--- src/rtl/pipelined_adder.sv ---
`default_nettype none
// +----------------------------------------------------------------------------+
// | Module      : pipelined_adder                                              |
// | Description : Slice-pipelined adder/subtractor with ARM-style NZCV flags   |
// |               and valid/ready streaming on both sides.                     |
// | Revision    : 1.0 - initial release                                        |
// +----------------------------------------------------------------------------+
module pipelined_adder #(
  parameter int WIDTH  = 32,
  parameter int STAGES = 4
) (
  input  logic             clk,
  input  logic             reset_n,
  input  logic             in_valid,
  output logic             in_ready,
  input  logic [WIDTH-1:0] a,
  input  logic [WIDTH-1:0] b,
  input  logic             cin,
  input  logic             sub,
  output logic             out_valid,
  input  logic             out_ready,
  output logic [WIDTH-1:0] sum,
  output logic             n,
  output logic             z,
  output logic             c,
  output logic             v
);

  localparam int W_S = WIDTH / STAGES;

  logic w_stall;
  logic w_en;
  logic r_v;

  // Global stall: a held result freezes every stage, bubbles included.
  assign w_stall  = out_valid & ~out_ready;
  assign w_en     = ~w_stall;
  assign in_ready = ~w_stall;

  genvar i;
  generate
    for (i = 0; i < STAGES; i++) begin : g_stage
      // LO: first bit added here; IW: operand bits still pending on entry;
      // SW: result bits complete once this stage has registered.
      localparam int LO = i * W_S;
      localparam int IW = WIDTH - LO;
      localparam int SW = LO + W_S;

      logic [IW-1:0]  w_opa;
      logic [IW-1:0]  w_opb;
      logic           w_vin;
      logic           w_cin;
      logic           w_zin;
      logic [W_S:0]   w_add;
      logic [SW-1:0]  w_sum_nxt;
      logic           r_valid;
      logic           r_carry;
      logic           r_zero;
      logic [SW-1:0]  r_sum;

      if (i == 0) begin : g_head
        // Operand B is conditionally inverted once, at the entry point.
        assign w_opa     = a;
        assign w_opb     = sub ? ~b : b;
        assign w_vin     = in_valid;
        assign w_cin     = cin;
        assign w_zin     = 1'b1;
        assign w_sum_nxt = w_add[W_S-1:0];
      end else begin : g_body
        assign w_opa     = g_stage[i-1].g_skew.r_opa;
        assign w_opb     = g_stage[i-1].g_skew.r_opb;
        assign w_vin     = g_stage[i-1].r_valid;
        assign w_cin     = g_stage[i-1].r_carry;
        assign w_zin     = g_stage[i-1].r_zero;
        assign w_sum_nxt = {w_add[W_S-1:0], g_stage[i-1].r_sum};
      end

      assign w_add = {1'b0, w_opa[W_S-1:0]} + {1'b0, w_opb[W_S-1:0]}
                   + {{W_S{1'b0}}, w_cin};

      // Slice result, carry, running zero bit and valid advance together.
      always_ff @(posedge clk or negedge reset_n) begin
        if (!reset_n) begin
          r_valid <= 1'b0;
          r_carry <= 1'b0;
          r_zero  <= 1'b0;
          r_sum   <= '0;
        end else if (w_en) begin
          r_valid <= w_vin;
          r_carry <= w_add[W_S];
          r_zero  <= w_zin & (w_add[W_S-1:0] == '0);
          r_sum   <= w_sum_nxt;
        end
      end

      if (IW > W_S) begin : g_skew
        logic [IW-W_S-1:0] r_opa;
        logic [IW-W_S-1:0] r_opb;

        // Upper operand slices wait here until their stage comes up.
        always_ff @(posedge clk or negedge reset_n) begin
          if (!reset_n) begin
            r_opa <= '0;
            r_opb <= '0;
          end else if (w_en) begin
            r_opa <= w_opa[IW-1:W_S];
            r_opb <= w_opb[IW-1:W_S];
          end
        end
      end

      if (i == STAGES - 1) begin : g_tail
        // Overflow: carry into the MSB (recovered from the MSB sum bit) XOR carry out.
        always_ff @(posedge clk or negedge reset_n) begin
          if (!reset_n) begin
            r_v <= 1'b0;
          end else if (w_en) begin
            r_v <= (w_opa[W_S-1] ^ w_opb[W_S-1] ^ w_add[W_S-1]) ^ w_add[W_S];
          end
        end
      end
    end
  endgenerate

  assign out_valid = g_stage[STAGES-1].r_valid;
  assign sum       = g_stage[STAGES-1].r_sum;
  assign n         = sum[WIDTH-1];
  assign z         = g_stage[STAGES-1].r_zero;
  assign c         = g_stage[STAGES-1].r_carry;
  assign v         = r_v;

endmodule
`default_nettype wire

--- config.mk ---
export PLATFORM = sky130hd
export DESIGN_NAME = pipelined_adder
export DESIGN_NICKNAME = d
export VERILOG_FILES = /design/src/rtl/pipelined_adder.sv
export SDC_FILE = /design/constraint.sdc
export NUM_CORES = 1
export LEC_CHECK = 0
export ABC_AREA = 1
export CORE_ASPECT_RATIO = 2
export CORE_MARGIN = 2
export CORE_UTILIZATION = 41
export CTS_CLUSTER_DIAMETER = 200
export CTS_CLUSTER_SIZE = 30
export DETAILED_ROUTE_END_ITERATION = 7
export SETUP_SLACK_MARGIN = 0.1
export SLEW_MARGIN = 20
export SYNTH_ARGS = -nofsm -noshare
export SYNTH_HDL_FRONTEND = slang
export SYNTH_SLANG_ARGS = --single-unit
--- constraint.sdc ---
create_clock -name clk -period 5.8 [get_ports clk]
set_input_delay 0.87 -clock clk [delete_from_list [all_inputs] [get_ports clk]]
set_output_delay 0.87 -clock clk [all_outputs]
set_load 0.05 [all_outputs]
# Word level (Yosys, flattened, before mapping)
# Cells that the tools add are included.
# word_totals
input_bits	70
register_bits	189
word_cells	46
output_inout_bits	38
# op_classes
bitwise_logic	10
add_sub_neg	8
reduce_logical	4
mux	1
# ops
op	n
8-bit by 8-bit adder with 9-bit output	4
9-bit by 1-bit adder with 9-bit output	4
8-bit logical NOT	4
32-bit two-way mux	1
32-bit NOT	1
1-bit bitwise AND	4
1-bit XOR	3
1-bit NOT	2

# Depth between registers and ports, before layout
# depth
word_depth	5
mapped_depth	15

# Worst setup path after synthesis
# Ideal clock, no wire load.
# synth_path
path_kind	input -> register
start	input port sub
end	register g_stage[0].r_zero
setup_ps	117
n_path_buf	2
path_stages	13
setup_slack_ps	3009
required_ps	5683
t_arrival_ps	2674
path_cell_list	buf_2 buf_2 xor2_1 fa_1 inv_1 fa_1 or2_2 nand3b_1 nor2_1 nand3_1 nor2_1 nand3_1 nand2_1
# synth_between
elab_chain_cells	4
# synth_rtl
item	line	rtl
from (decl)	19	input logic sub,
32-bit two-way mux	64	assign w_opb = sub ? ~b : b;
8-bit by 8-bit adder with 9-bit output	78	assign w_add = {1'b0, w_opa[W_S-1:0]} + {1'b0, w_opb[W_S-1:0]}
9-bit by 1-bit adder with 9-bit output	79	+ {{W_S{1'b0}}, w_cin};
8-bit logical NOT	91	r_zero <= w_zin & (w_add[W_S-1:0] == '0);
to (signal assigned)	91	
to (decl)	58	logic r_zero;
# No other way between the ends.
# A chain may end at the register's enable or synchronous reset.

# Final worst setup path
# layout_path
start	input port out_ready
end	output port in_ready
# layout_between
elab_chain_cells	3
# layout_rtl
item	line	rtl
from (decl)	21	input logic out_ready,
1-bit NOT	36	assign w_stall = out_valid & ~out_ready;
1-bit bitwise AND	36	
1-bit NOT	38	assign in_ready = ~w_stall;
to (decl)	15	output logic in_ready,
# No other way between the ends.

==> metrics list <==
* Outcome: completed
* Static leakage: 5.38 nW
* Type of origin of the critical path: input pin
- Number of warnings reported in the yosys synthesis log: 0
* Yosys cell types: 26
* Critical path launch point: out_ready
* Total Routing Usage GR: 16.6%
- For the worst setup path, the data arrival time is 2.83 ns.
* Worst-case register-to-register setup slack: 3.24 ns
* Fin Hold WS: 0.458 ns
- After routing, the total negative slack on setup checks comes to 0 ns.
- Across the whole layout, storage elements account for 4730 um^2.
* Maximum fanout count along the critical path: 71
- F_max: 270 MHz
* Initial Util: 41.5%
- Place WS: 2.08 ns
- Number of instances resized during post-cts repair: 0
- Counting flops and latches in the post-synthesis netlist gives 189.
- The count of final max-slew check failures came to 0.
- Buffers inserted to repair hold after CTS numbered 0.
- The critical path is of the in2out type.
- In this run the critical register-to-register path is captured at g_stage[1].r_zero.
- Worst endpoint required time: 4.93 ns
- Clock slew seen by the registers of the worst setup and hold paths: 0.07 ns
- Net count of the finished layout: 1244
- Worst Clk Skew: 0.0104 ns
- Die outline area: 22900 um^2
* Chip Width: 108 um
* Routed wire per std cell: 12.2 um
* Number of optimization iterations in the first detailed-route pass: 4
* Setup violation total in the final timing report: 0
* Seq/Total Area, Yosys: 53.3%
- TritonCTS buffer count: 17
- After detailed placement, the design holds a cell count of 1392.
* CTS max path bufs: 2
- Maximum number of pins on one net before global-route repair: 135
- The mapped netlist covers 8870 um^2.
- In the layout the commonest cells are nand2_1 (469), dfrtp_1 (189), clkdlybuf4s50_1 (105).
* Class of the tightest hold or removal check: reg2reg
* TritonCTS clock tree: yes
- Setup repair after global routing left no endpoint under its margin.
* Sum of net half-perimeters after detailed placement: 12200 um
- Ratio of cells with drive above 1 in the final layout: 3.65%
- Max-cap violations: 0
- Post-CTS timing repair inserted 0 buffers for setup.
- STA classifies the critical path endpoint as a primary output.
* Reg-to-reg startpoint: out_valid
- CTS H-tree lvls: 4
* Depth of the worst register-to-register path: 9
* Detailed-route via count: 6660
- The core region is 21400 um^2.
- GR Overflow Total: 0
* Final routed DRC violation total: 0
- Synthesized area divided by synthesized cell count: 8.42 um^2
* Starting DRT DRC Count: 309
- Post-synth net total: 1159
- At the end of routability-driven placement, the weighted congestion stood at 0.811.
* Post-route setup slack: 2.10 ns
* Finished Layout Cells: 1425
- The initial antenna violation count is 1.
* Port Buf Inserts: 107
- Summing all multi-input logic gate instances after layout gives 3580 um^2.
* Transition at the pin with the smallest max-transition slack: 0.958 ns
- Clock tree synthesis selected as its root buffer the cell clkbuf_16.
- The final layout contains routed wiring with a total length of 17400 um.
* Post-Synthesis Cells: 1053
- Final cycle utilization of the critical path: 63.8%
* Height of the die: 212 um
* Count of nets left with antenna violations after detail routing: 0
- Placement Rows: 76
- Headroom to the max-slew limit came out at 36.2%.
* First-pass GRT wire length: 30100 um
* Most common library cell in the layout ignoring fill and taps: nand2_1
- After detailed routing, the number of vias per cell comes to 4.67.
* Vias in the first global route: 6428
- Synthesis-to-layout area growth: 20.7%
* FILL cells: 2115
- Maximum ir drop on the vdd rail: 0.305 mV
- Capture point of the worst path: in_ready
- Power density relative to cell area: 567 nW/um^2
* Worst-skew pair later-pin latency: 0.44 ns
* Final hold violations: 0
- Number of top-level pins: 108
- Time the worst path needs with I/O delays and setup: 3.70 ns
- The clock drives 189 sinks.
[cell families (layout without fill, tap and decap cells)]
family / count (synthesis) / after routing / synth area share [%]
buffers and inverters: 123 / 221 / 6.31
flip-flops: 189 / 189 / 53.3
XOR/XNOR: 32 / 32 / 3.16
other: 0 / 1 / 0
adder cells (fa/ha/maj): 36 / 36 / 5.76
AND/OR/NAND/NOR: 555 / 555 / 24.6
AO/OA/AOI/OAI: 118 / 118 / 6.86
[worst max-delay path: stages]
cell and delay [ns]:
clkdlybuf4s50_1 0.46, or2_4 0.56, clkdlybuf4s50_1 0.93
[stage by stage]
stage	power [mW]	instance area, um^2	util [%]
after floorplan	4.11	8870	-
after global placement	4.81	10100	47.0
after detailed placement	4.87	10100	47.0
after CTS	6.15	10700	50.0
after global routing	6.58	10700	50.0
final	6.06	10700	50.0
[flip-flops by register name, indices dropped and copies added (netlist names), 3 cells and up]
signal and flops:
g_stage.g_skew.r_opa 48, g_stage.g_skew.r_opb 48, g_stage.r_carry 3, g_stage.r_sum 48
g_stage.r_valid 3, g_stage.r_zero 3, sum 32
[report_power, final]
| group | internal, mW | switching, mW |
|---|---|---|
| Sequential | 1.89 | 0.311 |
| Clock | 0.745 | 0.515 |
| Combinational | 0.916 | 1.68 |
| Total | 3.55 | 2.51 |
[synth_stat cells]
| cell type | instances | area [um^2] |
|---|---|---|
| o21ai_0 | 84 | 420 |
| a21oi_1 | 15 | 75.1 |
| or2_2 | 2 | 12.5 |
| xor2_1 | 20 | 175 |
| dfrtp_1 | 189 | 4730 |
| buf_6 | 8 | 90.1 |
| a21o_1 | 1 | 7.51 |
| nand3_1 | 30 | 150 |
| a31oi_1 | 4 | 25.0 |
| nor3_1 | 2 | 10.0 |
| buf_2 | 15 | 75.1 |
| inv_2 | 1 | 3.75 |
| inv_1 | 76 | 285 |
| nand3b_1 | 11 | 82.6 |
| or2_1 | 1 | 6.26 |
| clkbuf_1 | 17 | 63.8 |
| o21a_1 | 4 | 30.0 |
| nand4_1 | 4 | 25.0 |
| buf_1 | 1 | 3.75 |
| buf_4 | 5 | 37.5 |
| nand2_1 | 469 | 1760 |
| fa_1 | 8 | 160 |
| xnor2_1 | 12 | 105 |
| o21ai_1 | 10 | 50.1 |
| nor2_1 | 36 | 135 |
| ha_1 | 28 | 350 |
[per-layer routing]
metal	up-vias	part of all wire [%]	routed length [um]	track usage, %
li1	3475	-	-	-
met1	3037	43	7480	19.7
met3	26	2.6	448	3.34
met5	-	0	0	0
met4	0	3.0	529	7.69
met2	122	51	8940	28.6
[final cells by class]
cell class              count  area share, %
multi-input cells         741           33.5
diodes                      1         0.0234
well taps                 273           3.19
flip-flops and latches    189           44.2
clock buffers              19           4.14
inverters                  77           2.75
clock inverters            13           1.87
repair buffers            112           10.3
[how the worst min path moves through the flow]
| stage | cells after the start | startpoint | slack [ns] | to |
|---|---|---|---|---|
| floorplan | 2 | g_stage[2].r_valid | 0.42 | out_valid |
| global placement | 2 | g_stage[2].r_valid | 0.44 | out_valid |
| detailed placement | 2 | g_stage[2].r_valid | 0.45 | out_valid |
| CTS | 2 | g_stage[2].r_valid | 0.46 | out_valid |
| global route | 2 | g_stage[1].r_sum[3] | 0.49 | g_stage[1].r_sum[3] |
| finish | 2 | g_stage[2].r_valid | 0.46 | out_valid |
Note: power is estimated with default switching activity, not from simulation.
